$ cat src/rtl/uart_alu_ctrl_pkg.sv
// Shared types and constants for the UART-to-ALU frame sequencer.
package uart_alu_pkg;

    localparam int DATA_W_DEF = 8;
    localparam int OP_W_DEF   = 6;

    typedef enum logic [2:0] {
        GET_A  = 3'd0,
        GET_B  = 3'd1,
        GET_OP = 3'd2,
        EXEC   = 3'd3,
        SEND   = 3'd4
    } state_t;

    // ALU opcodes (MIPS funct-style encodings)
    localparam logic [5:0] OP_ADD = 6'b100000;
    localparam logic [5:0] OP_SUB = 6'b100010;
    localparam logic [5:0] OP_AND = 6'b100100;
    localparam logic [5:0] OP_OR  = 6'b100101;
    localparam logic [5:0] OP_XOR = 6'b100110;
    localparam logic [5:0] OP_SRA = 6'b000011;
    localparam logic [5:0] OP_SRL = 6'b000010;
    localparam logic [5:0] OP_NOR = 6'b100111;

endpackage

$ cat src/rtl/uart_alu_ctrl_if.sv
// UART FIFO handshake plus ALU operand/result bus seen by the sequencer.
interface uart_alu_ctrl_if #(
    parameter int DATA_W = 8,
    parameter int OP_W   = 6
) ();
    logic              rx_empty;
    logic [DATA_W-1:0] r_data;
    logic              rd_uart;
    logic              tx_full;
    logic              wr_uart;
    logic [DATA_W-1:0] w_data;
    logic [DATA_W-1:0] alu_a;
    logic [DATA_W-1:0] alu_b;
    logic [OP_W-1:0]   alu_op;
    logic [DATA_W-1:0] alu_result;

    modport master (
        input  rx_empty, r_data, tx_full, alu_result,
        output rd_uart, wr_uart, w_data, alu_a, alu_b, alu_op
    );

    modport slave (
        output rx_empty, r_data, tx_full, alu_result,
        input  rd_uart, wr_uart, w_data, alu_a, alu_b, alu_op
    );
endinterface

$ cat src/rtl/uart_alu_ctrl_timeout_cnt.sv
// Inter-byte timer: counts idle cycles, flags the last allowed one.
module uart_timeout_cnt #(
    parameter int unsigned TIMEOUT = 50000000,
    parameter int          CNT_W   = 26
) (
    input  logic clk,
    input  logic reset,
    input  logic clr,
    input  logic en,
    output logic tc
);
    // TIMEOUT=0 disables the timer; the terminal value is then unused.
    localparam logic [CNT_W-1:0] TC_VAL = (TIMEOUT == 0) ? '0 : CNT_W'(TIMEOUT - 1);

    logic [CNT_W-1:0] cnt_q, cnt_d;

    // Next count: clear has priority, disabled timer stays at zero.
    always_comb begin
        cnt_d = cnt_q;
        if (TIMEOUT == 0 || clr) begin
            cnt_d = '0;
        end else if (en) begin
            cnt_d = cnt_q + CNT_W'(1);
        end
    end

    // Counter register.
    always_ff @(posedge clk or posedge reset) begin
        if (reset) begin
            cnt_q <= '0;
        end else begin
            cnt_q <= cnt_d;
        end
    end

    assign tc = (TIMEOUT != 0) && (cnt_q == TC_VAL);

endmodule

$ cat src/rtl/uart_alu_ctrl.sv
// Frame sequencer: pops A, B, opcode from the rx FIFO, runs the external
// combinational ALU and pushes the registered result into the tx FIFO.
//
//   state  | meaning
//   GET_A  | idle, waiting for operand A
//   GET_B  | waiting for operand B (inter-byte timer running)
//   GET_OP | waiting for opcode byte (inter-byte timer running)
//   EXEC   | capture ALU result
//   SEND   | push result, stall while tx FIFO is full
module uart_alu_ctrl
    import uart_alu_pkg::*;
#(
    parameter int          DATA_W  = DATA_W_DEF,
    parameter int          OP_W    = OP_W_DEF,
    parameter int unsigned TIMEOUT = 50000000,
    parameter int          CNT_W   = 26
) (
    input  logic            clk,
    input  logic            reset,
    uart_alu_ctrl_if.master bus,
    output logic            busy,
    output logic            timeout
);
    state_t            state_q, state_d;
    logic [DATA_W-1:0] alu_a_q, alu_a_d;
    logic [DATA_W-1:0] alu_b_q, alu_b_d;
    logic [OP_W-1:0]   alu_op_q, alu_op_d;
    logic [DATA_W-1:0] result_q, result_d;

    logic rd_c, wr_c, timeout_c;
    logic cnt_clr, cnt_en, cnt_tc;

    uart_timeout_cnt #(
        .TIMEOUT (TIMEOUT),
        .CNT_W   (CNT_W)
    ) u_timeout_cnt (
        .clk   (clk),
        .reset (reset),
        .clr   (cnt_clr),
        .en    (cnt_en),
        .tc    (cnt_tc)
    );

    // Next-state, datapath capture and handshake strobes.
    always_comb begin
        state_d   = state_q;
        alu_a_d   = alu_a_q;
        alu_b_d   = alu_b_q;
        alu_op_d  = alu_op_q;
        result_d  = result_q;
        rd_c      = 1'b0;
        wr_c      = 1'b0;
        timeout_c = 1'b0;
        cnt_clr   = 1'b1;
        cnt_en    = 1'b0;
        case (state_q)
            GET_A: begin
                if (!bus.rx_empty) begin
                    rd_c    = 1'b1;
                    alu_a_d = bus.r_data;
                    state_d = GET_B;
                end
            end
            GET_B, GET_OP: begin
                // A byte arriving on the terminal cycle wins over the timeout.
                if (!bus.rx_empty) begin
                    rd_c = 1'b1;
                    if (state_q == GET_B) begin
                        alu_b_d = bus.r_data;
                        state_d = GET_OP;
                    end else begin
                        alu_op_d = bus.r_data[OP_W-1:0];
                        state_d  = EXEC;
                    end
                end else if (cnt_tc) begin
                    timeout_c = 1'b1;
                    state_d   = GET_A;
                end else begin
                    cnt_clr = 1'b0;
                    cnt_en  = 1'b1;
                end
            end
            EXEC: begin
                result_d = bus.alu_result;
                state_d  = SEND;
            end
            SEND: begin
                if (!bus.tx_full) begin
                    wr_c    = 1'b1;
                    state_d = GET_A;
                end
            end
            default: state_d = GET_A;
        endcase
    end

    // State and datapath registers.
    always_ff @(posedge clk or posedge reset) begin
        if (reset) begin
            state_q  <= GET_A;
            alu_a_q  <= '0;
            alu_b_q  <= '0;
            alu_op_q <= '0;
            result_q <= '0;
        end else begin
            state_q  <= state_d;
            alu_a_q  <= alu_a_d;
            alu_b_q  <= alu_b_d;
            alu_op_q <= alu_op_d;
            result_q <= result_d;
        end
    end

    // Strobes are gated by reset so a waiting rx byte cannot pop during reset.
    assign bus.rd_uart = rd_c & ~reset;
    assign bus.wr_uart = wr_c & ~reset;
    assign bus.w_data  = result_q;
    assign bus.alu_a   = alu_a_q;
    assign bus.alu_b   = alu_b_q;
    assign bus.alu_op  = alu_op_q;
    assign busy        = (state_q != GET_A) & ~reset;
    assign timeout     = timeout_c & ~reset;

endmodule

$ cat src/flat_wrapper.sv
// flat-port wrapper written by rule: the top's interface ports become plain ports
module uart_alu_ctrl_flat import uart_alu_pkg::*;
#(
    parameter int          DATA_W  = DATA_W_DEF,
    parameter int          OP_W    = OP_W_DEF,
    parameter int unsigned TIMEOUT = 50000000,
    parameter int          CNT_W   = 26
)
  (clk, reset, busy, timeout, bus_rx_empty, bus_r_data, bus_tx_full, bus_alu_result, bus_rd_uart, bus_wr_uart, bus_w_data, bus_alu_a, bus_alu_b, bus_alu_op);
  uart_alu_ctrl_if #(.DATA_W(DATA_W), .OP_W(OP_W)) bus_i ();
  input  logic clk;
  input  logic reset;
  output logic busy;
  output logic timeout;
  input wire logic [$bits(bus_i.rx_empty)-1:0] bus_rx_empty;
  input wire logic [$bits(bus_i.r_data)-1:0] bus_r_data;
  input wire logic [$bits(bus_i.tx_full)-1:0] bus_tx_full;
  input wire logic [$bits(bus_i.alu_result)-1:0] bus_alu_result;
  output wire logic [$bits(bus_i.rd_uart)-1:0] bus_rd_uart;
  output wire logic [$bits(bus_i.wr_uart)-1:0] bus_wr_uart;
  output wire logic [$bits(bus_i.w_data)-1:0] bus_w_data;
  output wire logic [$bits(bus_i.alu_a)-1:0] bus_alu_a;
  output wire logic [$bits(bus_i.alu_b)-1:0] bus_alu_b;
  output wire logic [$bits(bus_i.alu_op)-1:0] bus_alu_op;
  assign bus_i.rx_empty = bus_rx_empty;
  assign bus_i.r_data = bus_r_data;
  assign bus_i.tx_full = bus_tx_full;
  assign bus_i.alu_result = bus_alu_result;
  assign bus_rd_uart = bus_i.rd_uart;
  assign bus_wr_uart = bus_i.wr_uart;
  assign bus_w_data = bus_i.w_data;
  assign bus_alu_a = bus_i.alu_a;
  assign bus_alu_b = bus_i.alu_b;
  assign bus_alu_op = bus_i.alu_op;
  uart_alu_ctrl #(.DATA_W(DATA_W), .OP_W(OP_W), .TIMEOUT(TIMEOUT), .CNT_W(CNT_W)) u_core (.clk(clk), .reset(reset), .bus(bus_i), .busy(busy), .timeout(timeout));
endmodule
$ cat config.mk
export PLATFORM = sky130hd
export DESIGN_NAME = uart_alu_ctrl_flat
export DESIGN_NICKNAME = d
export VERILOG_FILES = /design/src/rtl/uart_alu_ctrl_pkg.sv /design/src/rtl/uart_alu_ctrl_if.sv /design/src/rtl/uart_alu_ctrl_timeout_cnt.sv /design/src/rtl/uart_alu_ctrl.sv /design/src/flat_wrapper.sv
export SDC_FILE = /design/constraint.sdc
export NUM_CORES = 1
export LEC_CHECK = 0
export BUFFER_PORTS_ARGS = -buffer_cell sky130_fd_sc_hd__buf_2
export CAP_MARGIN = 40
export CORE_MARGIN = 3
export CORE_UTILIZATION = 54
export DETAILED_ROUTE_END_ITERATION = 8
export PLACE_DENSITY = 0.88
export SLEW_MARGIN = 20
export SYNTH_ARGS = -nofsm -noshare
export SYNTH_HDL_FRONTEND = slang
export SYNTH_SLANG_ARGS = --single-unit
$ cat constraint.sdc
create_clock -name clk -period 2.1 [get_ports clk]
set_input_delay 0.105 -clock clk [delete_from_list [all_inputs] [get_ports clk]]
set_output_delay 0.105 -clock clk [all_outputs]
set_load 0.03 [all_outputs]
==> reports/metrics.cfg <==
[global_route]
antenna_found_initial = 0
grt_pass1_vias = 2227
grt_first_pass_wirelength_mm = 10.4
grt_start_max_net_pins = 48
overflow = 0
grt_usage = 0.224

[synth]
synth_seq_cells = 59
synthMuxAreaShare = 0.126
synth_edf_count = 0
synth-xor-area-share = 0.0360
syn-num-nets = 249
async_flop_share = 1.00
syn_inst = 228
synth_compound_area_frac = 0.0726
synth_top_family_by_area = simple AND/OR/NAND/NOR gates
syn_area_mm2 = 0.00267
yosys.area_share.adder = 0.00468
ys_types = 33
seq_area_frac_synth = 0.552
ys.flop_type = dfrtp_1
synth-simple-area-share = 0.183
syn_area_per_cell_um2 = 11.7
yosysWarnings = 0

[routing]
dr.pass1.iters = 4
finalWirelength_mm = 6.90
dr.first_iter.drc_count = 117
via_per_inst = 5.84
dr_total_vias = 2229
drc = 0
route.antenna.remaining_nets = 0
post_drt_wl_per_cell_um = 18.1

[worst_setup_path]
end_kind = output port
worst-r2r-setup-slack_ns = 0
arrival_ns = 2.00
crit_end = timeout
rr_endpoint = u_core.u_timeout_cnt.cnt_q[24]
crit_start = u_core.u_timeout_cnt.cnt_q[7]
critPathKind = register to output port
critPathLaunchType = register
critPathMaxFanout = 2
r2r_start = u_core.u_timeout_cnt.cnt_q[1]
ff2ff_path_depth = 6
required_ns = 2.00

[cells_and_area]
layout_commonest_cell = dfrtp_1
final_cell_mix = dfrtp_1 (59), buf_2 (52), mux2_2 (30)
antenna_cells = 0
post-route-cell-area_mm2 = 0.00366
syn_to_final_growth_pct = 36.8
final_nets = 333
drive_gt1_frac = 0.489
n_fill_cell = 256

[power_and_ir_drop]
p_per_area_mw_per_mm2 = 1370
power_leakage_nw = 1.54
ir_drop_v = 0.00123

[floorplanning]
core_area_mm2 = 0.00456
io_pins = 54
dieArea_mm2 = 0.00583
initial_core_util = 0.586
num_rows = 24
die_w_um = 76.4
die_y_um = 76.4

[sta]
maxSlewHeadroom = 0.728
rsz0062_at_grt = true
finalSetupTns_ns = -0.00952
max_slew.worst_pin.slew_ns = 0.407
timing.final.ws_setup_ns = -0.00713
hold_viol = 1
fmax_ghz = 0.475
finalSetupViolCount = 2
timing.final.crit_period_ns = 2.11
period_share = 1.00
finalMaxSlewViolations = 0
whs_ns = -0.000348
skew_ns = 0.00634

[place]
dpl.hpwl_mm = 3.97
place.port_buffers = 53
gp_congestion = 0.767
place_area_mm2 = 0.00306

[job]
drv_cap = 0

[cts]
clock_tree.root_cell = clkbuf_8
cts_buffer_depth = 2
cts_buffers = 9
clock_latency_ns = 0.34
cts_tree = yes
path_clk_slew_ns = 0.07
htreeDepth = 3
cts.sinks = 59

[min_path]
hp-class = primary input to register

[outcome]
violations = hold timing, setup timing
status = finished, violations left

==> stage by stage <==
stage	cells	hold WS (ns)	total power [mW]	utilization	worst slack (ns)
floorplan	228	0.251	2.93	-	0.155
global placement	347	0.113	3.42	0.671	0.146
detailed placement	347	0.125	3.49	0.671	0.0781
CTS	376	0.000814	4.85	0.760	-0.0604
global route	382	0.00764	5.21	0.801	-0.110
finish	382	-0.000348	5.00	0.801	-0.00713
==> critical path, stage by stage (launching register included) <==
cell and delay, ns:
dfrtp_1 0.41, nor4b_4 0.31, nand4_1 0.16, or4_4 0.46, nor3_4 0.16, buf_6 0.16
==> synthesized netlist by cell type, types with 3 or more instances <==
library cell	instances	area, µm²
mux2_2	30	338
nand2_1	7	26.3
nor2_1	17	63.8
clkbuf_1	7	26.3
xnor2_1	8	70.1
xor2_1	3	26.3
nand4_1	6	37.5
inv_1	5	18.8
or4_1	7	52.6
dfrtp_1	59	1480
o21ai_0	7	35.0
or3_1	8	50.1
o31ai_1	8	60.1
nand3_1	10	50.1
nor3_1	7	35.0
a21oi_1	14	70.1
nand2b_1	3	18.8
==> where the power goes <==
group	switching, mW	internal [mW]	leakage (nW)
Sequential	0.212	1.48	0.754
Clock	0.443	0.908	0.128
Combinational	1.20	0.759	0.656
Total	1.86	3.14	1.54
==> state kept, by name (all words and copies together), names as in the netlist <==
register	flops
u_core.bus.alu_b	8
u_core.bus.alu_a	8
u_core.bus.alu_op	6
u_core.u_timeout_cnt.cnt_q	26
u_core.bus.w_data	8
u_core.state_q	3
==> metal layers <==
layer | track usage | routed length, µm
met3 | 0.0437 | 336
met4 | 0.0960 | 163
met1 | 0.263 | 2790
met5 | 0 | 0
met2 | 0.399 | 3600
==> repair_timing <==
item                                   4_1_cts  5_1_grt
endpoints found under the hold margin       15        0
setup endpoints to repair                    1       27
pin swaps                                    7       13
resized for setup                           11       38
hold buffers                                 4        0
buffers inserted                             9        8
gates cloned                                 0        3
==> kinds of logic (layout without fill, tap and decap cells) <==
kind of cell    after synthesis  count (layout)
fa+ha+maj                     1               1
compound gates               32              32
flops                        59              59
buf+inv                      14             102
xor+xnor                     11              11
simple gates                 81              82
mux                          30              30
==> final cells by class <==
type,count,area (µm²),area share
Clock buffer,11,131,0.0359
Tap cell,65,81.3,0.0222
Inverter,5,18.8,0.00513
Timing Repair Buffer,81,539,0.148
Sequential cell,59,1480,0.404
Multi-Input combinational cell,156,1280,0.351
Clock inverter,5,125,0.0342
==> worst min-delay path by stage <==
stage                           start                    to  depth (start not counted)  slack (ns)
finish              bus_alu_result[1]  u_core.bus.w_data[1]                          2     -0.0003
global route        bus_alu_result[6]  u_core.bus.w_data[6]                          2       0.008
CTS                 bus_alu_result[1]  u_core.bus.w_data[1]                          2      0.0008
detailed placement              reset  u_core.bus.w_data[5]                          2        0.12
global placement                reset  u_core.bus.w_data[7]                          2        0.11
floorplan                 bus_tx_full     u_core.state_q[2]                          2        0.25
(Power assumes the default switching activity.)
